===== config.mk =====
export PLATFORM = sky130hd
export DESIGN_NAME = serial_adder
export DESIGN_NICKNAME = d
export VERILOG_FILES = /design/src/rtl/serial_adder_pkg.sv /design/src/rtl/full_adder_bit.sv /design/src/rtl/half_adder.sv /design/src/rtl/serial_adder.sv
export SDC_FILE = /design/constraint.sdc
export NUM_CORES = 1
export LEC_CHECK = 0
export BUFFER_PORTS_ARGS = -buffer_cell sky130_fd_sc_hd__buf_2
export CAP_MARGIN = 20
export CORE_MARGIN = 2
export CORE_UTILIZATION = 45
export DETAILED_ROUTE_END_ITERATION = 10
export GPL_ROUTABILITY_DRIVEN = 0
export HOLD_SLACK_MARGIN = 0.15
export PLACE_DENSITY_LB_ADDON = 0.2
export SYNTH_ARGS = -nofsm -noshare
export SYNTH_HDL_FRONTEND = slang
export SYNTH_HIERARCHICAL = 1
export SYNTH_SLANG_ARGS = --single-unit

===== constraint.sdc =====
create_clock -name clk -period 2.16 [get_ports clk]
set_input_delay 0.432 -clock clk [delete_from_list [all_inputs] [get_ports clk]]
set_output_delay 0.432 -clock clk [all_outputs]
set_load 0.005 [all_outputs]

===== src/rtl/serial_adder_pkg.sv =====
// -----------------------------------------------------------------------------
// serial_adder_pkg
//   Shared definitions for the bit-serial adder:
//     - state_e       : FSM state encoding (IDLE / RUN / DONE)
//     - DEFAULT_WIDTH : default operand width, shared by the top level and bench
// -----------------------------------------------------------------------------
package serial_adder_pkg;

  typedef enum logic [1:0] {
    ST_IDLE = 2'd0,
    ST_RUN  = 2'd1,
    ST_DONE = 2'd2
  } state_e;

  localparam int DEFAULT_WIDTH = 8;

endpackage : serial_adder_pkg


===== src/rtl/full_adder_bit.sv =====
// -----------------------------------------------------------------------------
// full_adder_bit
//   One-bit full adder made of two half adders and an OR gate.
//   Ports:
//     a, b : operand bits
//     cin  : carry in
//     s    : sum bit
//     cout : carry out
// -----------------------------------------------------------------------------
module full_adder_bit (
  input  logic a,
  input  logic b,
  input  logic cin,
  output logic s,
  output logic cout
);

  logic s0;
  logic c0;
  logic c1;

  half_adder u_ha0 (
    .a (a),
    .b (b),
    .s (s0),
    .c (c0)
  );

  half_adder u_ha1 (
    .a (s0),
    .b (cin),
    .s (s),
    .c (c1)
  );

  // At most one of the two half-adder carries can be set, so OR suffices.
  assign cout = c0 | c1;

endmodule : full_adder_bit


===== src/rtl/half_adder.sv =====
// -----------------------------------------------------------------------------
// half_adder
//   One-bit half adder, the team's existing combinational building block.
//   Ports:
//     a, b : input bits
//     s    : sum bit   (a ^ b)
//     c    : carry bit (a & b)
// -----------------------------------------------------------------------------
module half_adder (
  input  logic a,
  input  logic b,
  output logic s,
  output logic c
);

  assign s = a ^ b;
  assign c = a & b;

endmodule : half_adder


===== src/rtl/serial_adder.sv =====
// -----------------------------------------------------------------------------
// serial_adder
//   Bit-serial WIDTH-bit adder: one full-adder cell plus a carry flop, LSB
//   first, one bit per clock, with a start/busy/done handshake.
//
//   Parameters:
//     WIDTH    : operand / sum width (2..32)
//   Ports:
//     clk      : clock, rising edge
//     rst_n    : asynchronous active-low reset
//     start    : request to begin; accepted in IDLE or DONE
//     a, b     : operands, captured only on the accepting edge
//     sub      : (only with SERIAL_ADDER_SUB_EN) 1 = compute a - b
//     busy     : high while bits are being processed
//     done     : one-cycle pulse when sum/cout/overflow become valid
//     sum      : result, updated only on the DONE entry edge
//     cout     : unsigned carry out of the MSB (no-borrow when subtracting)
//     overflow : signed overflow (carry into MSB ^ carry out of MSB)
//
//   Build option:
//     SERIAL_ADDER_SUB_EN : adds the sub input for two's-complement subtract.
// -----------------------------------------------------------------------------
module serial_adder
  import serial_adder_pkg::*;
#(
  parameter int WIDTH = DEFAULT_WIDTH
) (
  input  logic             clk,
  input  logic             rst_n,
  input  logic             start,
  input  logic [WIDTH-1:0] a,
  input  logic [WIDTH-1:0] b,
`ifdef SERIAL_ADDER_SUB_EN
  input  logic             sub,
`endif
  output logic             busy,
  output logic             done,
  output logic [WIDTH-1:0] sum,
  output logic             cout,
  output logic             overflow
);

  localparam int             CNT_W    = $clog2(WIDTH + 1);
  localparam logic [CNT_W-1:0] CNT_LAST = CNT_W'(WIDTH - 1);

  state_e           state_q,    state_d;
  logic [WIDTH-1:0] a_sh_q,     a_sh_d;
  logic [WIDTH-1:0] b_sh_q,     b_sh_d;
  logic [WIDTH-1:0] res_sh_q,   res_sh_d;
  logic             carry_q,    carry_d;
  logic [CNT_W-1:0] cnt_q,      cnt_d;
  logic             busy_q,     busy_d;
  logic             done_q,     done_d;
  logic [WIDTH-1:0] sum_q,      sum_d;
  logic             cout_q,     cout_d;
  logic             overflow_q, overflow_d;

  logic             fa_s;
  logic             fa_cout;
  logic             accept;
  logic             sub_sel;

`ifdef SERIAL_ADDER_SUB_EN
  assign sub_sel = sub;
`else
  assign sub_sel = 1'b0;
`endif

  full_adder_bit u_fa (
    .a    (a_sh_q[0]),
    .b    (b_sh_q[0]),
    .cin  (carry_q),
    .s    (fa_s),
    .cout (fa_cout)
  );

  // New operands are taken in IDLE and also in DONE, which gives
  // back-to-back operation without an extra idle cycle.
  assign accept = start && ((state_q == ST_IDLE) || (state_q == ST_DONE));

  always_comb begin
    state_d    = state_q;
    a_sh_d     = a_sh_q;
    b_sh_d     = b_sh_q;
    res_sh_d   = res_sh_q;
    carry_d    = carry_q;
    cnt_d      = cnt_q;
    busy_d     = busy_q;
    done_d     = done_q;
    sum_d      = sum_q;
    cout_d     = cout_q;
    overflow_d = overflow_q;

    case (state_q)
      ST_IDLE: begin
        done_d = 1'b0;
      end

      ST_RUN: begin
        // Result fills from the top so that after WIDTH shifts bit 0 of the
        // operands has landed in bit 0 of the result.
        res_sh_d = {fa_s, res_sh_q[WIDTH-1:1]};
        a_sh_d   = a_sh_q >> 1;
        b_sh_d   = b_sh_q >> 1;
        carry_d  = fa_cout;
        cnt_d    = cnt_q + CNT_W'(1);
        if (cnt_q == CNT_LAST) begin
          state_d    = ST_DONE;
          sum_d      = {fa_s, res_sh_q[WIDTH-1:1]};
          cout_d     = fa_cout;
          // carry_q is the carry into the MSB while the last bit is added.
          overflow_d = carry_q ^ fa_cout;
          busy_d     = 1'b0;
          done_d     = 1'b1;
        end
      end

      ST_DONE: begin
        state_d = ST_IDLE;
        done_d  = 1'b0;
      end

      default: begin
        state_d = ST_IDLE;
        busy_d  = 1'b0;
        done_d  = 1'b0;
      end
    endcase

    if (accept) begin
      state_d = ST_RUN;
      a_sh_d  = a;
      // Subtraction is a + ~b + 1: invert b on capture and seed carry with 1.
      b_sh_d  = sub_sel ? ~b : b;
      carry_d = sub_sel;
      cnt_d   = '0;
      busy_d  = 1'b1;
      done_d  = 1'b0;
    end
  end

  always_ff @(posedge clk or negedge rst_n) begin
    if (!rst_n) begin
      state_q    <= ST_IDLE;
      a_sh_q     <= '0;
      b_sh_q     <= '0;
      res_sh_q   <= '0;
      carry_q    <= 1'b0;
      cnt_q      <= '0;
      busy_q     <= 1'b0;
      done_q     <= 1'b0;
      sum_q      <= '0;
      cout_q     <= 1'b0;
      overflow_q <= 1'b0;
    end else begin
      state_q    <= state_d;
      a_sh_q     <= a_sh_d;
      b_sh_q     <= b_sh_d;
      res_sh_q   <= res_sh_d;
      carry_q    <= carry_d;
      cnt_q      <= cnt_d;
      busy_q     <= busy_d;
      done_q     <= done_d;
      sum_q      <= sum_d;
      cout_q     <= cout_d;
      overflow_q <= overflow_d;
    end
  end

  assign busy     = busy_q;
  assign done     = done_q;
  assign sum      = sum_q;
  assign cout     = cout_q;
  assign overflow = overflow_q;

endmodule : serial_adder


==> flow_summary_export.csv, run 1 <==
group,metric,value,unit
setup_path,path_class,"flip-flop to flip-flop",
sta,maxSlewViolCount,0,
setup_path,cp_num_buf_inv,0,
synthesis,synthTopCellsByCount,"nand2_1 (46), dfrtp_1 (42), nor2_1 (15), a31oi_1 (9), mux2_4 (8)",
sta,relSlewSlack,60.2,%
detailed_routing,vias,1308,
floorplan,io_pins,31,
floorplan,dieWidth,67.2,um
power,seqPwrFrac,43.3,%
detailed_routing,post_drt_via_cell_ratio,5.19,
grt,grt.overflow.total,0,
grt,top_usage_layer,"met2",
clock_network,cts_tree,"built",
floorplan,dieArea,0.00451,mm2
setup_path,cp.arrival,1.79,ns
grt,use_met2,27.2,%
layout,drive_above_1_share,27.5,%
floorplan,num_rows,22,
layout,antennaDiodeCount,0,
detailed_routing,totalWireLength,3.57,mm
clock_network,cts_htree_levels,2,
power,p_int,0.00208,W
power,p_leak,1.06,nW
sta,min_period,1.61,ns
synthesis,synth.area.top_cells,"dfrtp_1 (59%), nand2_1 (9.6%), mux2_4 (6.7%)",
floorplan,start_util,48.0,%
clock_network,cts_made_buffers,5,
setup_path,path_cells,"ha_1 > and3b_4 > and2_4 > mux2_1",
synthesis,syn_inst,168,
min_path,min_path_type,"input port to flip-flop",
detailed_routing,drt-initial-drc-count,65,
synthesis,synth_top_cell_by_area,"dfrtp_1",
clock_network,path_clk_slew,0.08,ns
grt,gr-usage-all-layers,18.8,%
synthesis,synth_nets,190,
detailed_routing,drtPass1Iterations,4,
setup_path,crit_path_top_delay_cell,"dfrtp_1",
synthesis,synth_area,0.00180,mm2
synthesis,yosysWarnings,6,
synthesis,async_flop_share,100,%
synthesis,synth-edff-count,0,
synthesis,yosysMostFrequentCell,"nand2_1",
sta,skew,0.00475,ns
layout,fillCellCount,367,
clock_network,cts_setup_buffers,0,
synthesis,seq_area_frac_synth,58.5,%
detailed_routing,avgRoutedWirePerCell,14.1,um
sta,tightest_slew,0.595,ns
placed_design,placed_cells,243,
clock_network,clock_latency,0.29,ns
synthesis,syn_area_per_cell,10.7,um2
setup_path,crit_family,"simple AND/OR/NAND/NOR gates",
layout,fin_area,0.00212,mm2
grt,grt_start_max_net_pins,24,
sta,fmax,0.622,GHz
setup_path,crit_path_max_fanout,11,
clock_network,cts_sinks,42,
power,p_clk_share,18.3,%
layout,area_delta_synth_final,18.3,%
grt,grtUsageMet1,25.5,%
setup_path,end_kind,"flip-flop",
grt,grt_use_met3,4.17,%
sta,hold_viol,0,
clock_network,cts_root_buf,"clkbuf_8",
grt,antenna_found_initial,0,
synthesis,synth_top_area_share,58.5,%
layout,multi_input_area,679,um2
clock_network,cts.path.max_buffers,2,
power,p_sw_share,35.1,%
synthesis,synth_seq_cells,42,
job,max-cap-violations,0,
floorplan,coreArea,0.00374,mm2
synthesis,synth_top_flop_cell,"dfrtp_1",
floorplan,die_y,67.2,um
setup_path,cp.required,2.34,ns
detailed_routing,drc_errors,0,
power,p_per_area,1510,mW/mm2
setup_path,max_stage_delay,0.42,ns
power,power_frac_comb,38.5,%
layout,regArea,0.00105,mm2
sta,rsz0062_at_grt,"no",
run_status,outcome,"finished clean",
sta,finalSetupTns,0,ns
grt,grt_pass1_vias,1238,
setup_path,start_kind,"flip-flop",
synthesis,ys_types,29,
layout,fin_cells,252,
grt,grt_pass1_wl,6.03,mm
sta,fin_crit_sh,74.5,%
placed_design,dp_hpwl,2.55,mm
power,peakVddDrop,0.638,mV
layout,nets,225,
sta,setup_viol,0,
power,power.switching,0.00112,W
placed_design,placed_cell_area,0.00200,mm2
detailed_routing,postRouteAntennaNets,0,
placed_design,portBuffers,30,
layout,utilization,56.8,%
-- layout make-up --
type                    count  share of cell area [%]
clock buffers               8                    5.18
multi-input cells         114                    32.0
inverters                   1                   0.177
flip-flops and latches     42                    49.5
repair buffers             39                    10.4
well taps                  48                    2.83
-- flip-flops by register name, indices dropped and copies added (netlist names) --
name and count:
state_q 2, cout 1, sum 8, a_sh_q 8
res_sh_q 7, b_sh_q 8, cnt_q 4, overflow 1
done 1, busy 1, carry_q 1
-- layer usage --
metal,vias up,wire [um]
li1,632,-
met1,635,1630
met2,35,1670
met5,-,0
met4,0,61
met3,6,203
-- worst min-delay path, delay by kind of cell --
family | cells | cell delay [ns]
compound gates | 1 | 0.05
buf+inv | 1 | 0.08
simple gates | 1 | 0.06
-- path summary, 6_finish.rpt --
kind / from / end / slack, ns / cells past startpoint
min reg2reg: cnt_q[3] / cnt_q[3] / 0.48 / 1
max reg2reg: cnt_q[0] / sum[3] / 0.55 / 4
min: a[1] / a_sh_q[1] / 0.36 / 3
min in group asynchronous: rst_n / sum[1] / 0.63 / 2
max: cnt_q[0] / sum[3] / 0.55 / 4
max in group asynchronous: rst_n / sum[3] / 0.97 / 3
-- layout by cell type (no fill, tap or decap) --
master / count
and2_4: 1
or2_1: 1
o32ai_1: 1
o21ai_1: 2
mux2_4: 8
nor2_1: 15
nand3_1: 4
mux2i_1: 2
nand2b_1: 2
xnor2_1: 1
clkbuf_8: 8
dlygate4sd3_1: 1
nand2_1: 46
nand4_1: 1
o22ai_1: 2
ha_1: 3
a22o_1: 3
a21oi_1: 3
a22oi_1: 3
inv_1: 1
buf_4: 8
and2b_1: 1
nor3_1: 2
mux2_1: 2
and3b_4: 1
dfrtp_1: 42
a31oi_1: 9
buf_2: 30
nor2b_1: 1
-- timing repair --
action / in CTS / in global routing
hold endpoints to repair: 21 / 0
gates resized for setup: 0 / 0
hold buffers: 1 / 0
-- stage by stage --
step	setup slack, ns	hold slack, ns	total power, W
after floorplan	0.655	0.136	0.00224
after global placement	0.639	0.423	0.00256
after detailed placement	0.566	0.427	0.00264
after CTS	0.545	0.351	0.00324
after global routing	0.485	0.371	0.00347
final	0.551	0.363	0.00320
-- cell families (layout without fill, tap and decap cells) --
family	count (synthesis)	count (layout)	synth area share, %
mux	12	12	9.06
xor+xnor	1	1	0.488
compound gates	23	23	8.43
buf+inv	12	48	3.62
fa+ha+maj	3	3	2.09
flops	42	42	58.5
simple gates	75	75	17.8
-- power by group through the flow --
| stage | sequential, W | combinational, W | clock (W) |
|---|---|---|---|
| 2_1_floorplan | 0.00135 | 0.000895 | 0 |
| 3_3_place_gp | 0.00137 | 0.00119 | 0 |
| 3_5_place_dp | 0.00140 | 0.00124 | 0 |
| 4_1_cts | 0.00139 | 0.00125 | 0.000604 |
| 5_1_grt | 0.00144 | 0.00141 | 0.000631 |
| 6_report | 0.00139 | 0.00123 | 0.000584 |
Note: power is estimated with default switching activity, not from simulation.
==> inputs of run 2 (changes only) <==
==> constraint.sdc (replaced) <==
create_clock -name clk -period 1.35 [get_ports clk]
set_input_delay 0.27 -clock clk [delete_from_list [all_inputs] [get_ports clk]]
set_output_delay 0.27 -clock clk [all_outputs]
set_load 0.005 [all_outputs]
==> flow_summary_export.csv, run 2 (synthesized netlist as in run 1, its figures left out) <==
group,metric,value,unit
floorplan,coreArea,0.00374,mm2
setup_path,path_class,"flip-flop to flip-flop",
floorplan,io_pins,31,
layout,nets,233,
power,peakVddDrop,1.18,mV
job,max-cap-violations,0,
clock_network,clock_latency,0.29,ns
sta,fin_crit_sh,107,%
detailed_routing,drtPass1Iterations,4,
clock_network,cts.path.max_buffers,2,
sta,setup_ws,-0.0999,ns
setup_path,max_stage_delay,0.39,ns
setup_path,crit_family,"adder cells",
sta,whs,0.203,ns
setup_path,crit_path_max_fanout,3,
layout,drive_above_1_share,32.7,%
setup_path,end_kind,"flip-flop",
detailed_routing,vias,1301,
layout,fillCellCount,332,
sta,tightest_slew,0.344,ns
floorplan,dieWidth,67.2,um
detailed_routing,totalWireLength,3.64,mm
sta,fmax,0.690,GHz
run_status,outcome,"finished, violations left",
layout,layout_common_cells,"nand2_1 (46), dfrtp_1 (42), buf_2 (30)",
grt,grt_pass1_vias,1299,
setup_path,start_kind,"flip-flop",
grt,grt_pass1_wl,5.93,mm
min_path,min_path_type,"input port to flip-flop",
layout,area_delta_synth_final,22.4,%
min_path,hp-start,"a[1]",
clock_network,path_clk_slew,0.08,ns
clock_network,cts_sinks,42,
run_status,violations,"negative setup slack",
clock_network,cts_tree,"built",
setup_path,cp.arrival,1.63,ns
power,power,0.00524,W
setup_path,crit_path_top_delay_cell,"dfrtp_1",
placed_design,placed_cell_area,0.00206,mm2
floorplan,start_util,48.0,%
detailed_routing,avgRoutedWirePerCell,14.1,um
placed_design,dp_hpwl,2.40,mm
clock_network,cts_made_buffers,5,
floorplan,dieArea,0.00451,mm2
layout,final_common_cell,"nand2_1",
floorplan,num_rows,22,
power,p_leak,1.09,nW
layout,antennaDiodeCount,0,
detailed_routing,drc_errors,0,
power,p_per_area,2380,mW/mm2
layout,fin_cells,259,
setup_path,cp.required,1.53,ns
sta,setup_viol,11,
setup_path,path_cells,"ha_1 > ha_2 > or2_4 > mux2_4",
floorplan,die_y,67.2,um
layout,fin_area,0.00220,mm2
grt,gr-usage-all-layers,17.8,%
grt,antenna_found_initial,0,
sta,rsz0062_at_grt,"yes",
sta,min_period,1.45,ns
sta,maxSlewViolCount,0,
detailed_routing,postRouteAntennaNets,0,
sta,relSlewSlack,77.0,%
detailed_routing,drt-initial-drc-count,51,
clock_network,cts_root_buf,"clkbuf_8",
grt,grt.overflow.total,0,
detailed_routing,post_drt_via_cell_ratio,5.02,
placed_design,portBuffers,30,
sta,skew,0.00516,ns
clock_network,cts_htree_levels,2,
sta,hold_viol,0,
setup_path,setup.worst_path.start,"a_sh_q[0]",
placed_design,placed_cells,248,
setup_path,r2r_start,"a_sh_q[0]",
setup_path,cp_num_buf_inv,0,
grt,grt_start_max_net_pins,43,
-- run 2: routing by layer --
metal  track usage (%)  up-vias  part of all wire (%)
met1              24.0      623                    48
met4              5.36        0                  0.69
met2              28.3       25                    48
li1                  -      650                     -
met3              4.50        3                   4.2
met5                 0        -                     0
-- run 2: power breakdown --
group          total (W)  internal [W]  switching, W
clock network   0.000760      0.000354      0.000405
logic            0.00228       0.00118       0.00110
registers        0.00220       0.00184      0.000355
total            0.00524       0.00338       0.00186
-- run 2: worst min-delay path, stage by stage --
cell and delay, ns:
buf_2 0.08, a22oi_1 0.06, nand2_1 0.06
-- run 2: cell type report --
class / instances / area (um2) / area share (%)
repair buffers: 46 / 298 / 13.5
well taps: 48 / 60.1 / 2.73
inverters: 1 / 3.75 / 0.171
clock inverters: 1 / 7.51 / 0.341
flip-flops and latches: 42 / 1050 / 47.8
clock buffers: 6 / 72.6 / 3.30
multi-input cells: 115 / 706 / 32.1
-- run 2: metrics by stage --
stage                     setup TNS (ns)  setup slack (ns)  util [%]
final                             -0.708           -0.0999      58.7
after global routing               -1.12            -0.143      58.7
after CTS                         -0.634            -0.100      58.1
after detailed placement          -0.927            -0.111      55.0
after global placement            -0.529           -0.0807      55.0
after floorplan                   -0.861            -0.105         -
-- run 2: final timing paths --
| kind | end | slack, ns | cells past startpoint |
|---|---|---|---|
| min reg2reg | res_sh_q[1] | 0.48 | 2 |
| max in group asynchronous | sum[0] | 0.67 | 3 |
| max reg2reg | cout | -0.1 | 4 |
| max | cout | -0.1 | 4 |
| min | a_sh_q[1] | 0.20 | 3 |
| min in group asynchronous | a_sh_q[6] | 0.48 | 3 |
-- run 2: repair_timing --
action / CTS / global route
cloned: 1 / 0
hold buffers: 1 / 0
gates resized for setup: 3 / 5
setup endpoints to repair: 11 / 14
pin swaps: 2 / 1
buffers inserted: 1 / 1
hold endpoints to repair: 42 / 0
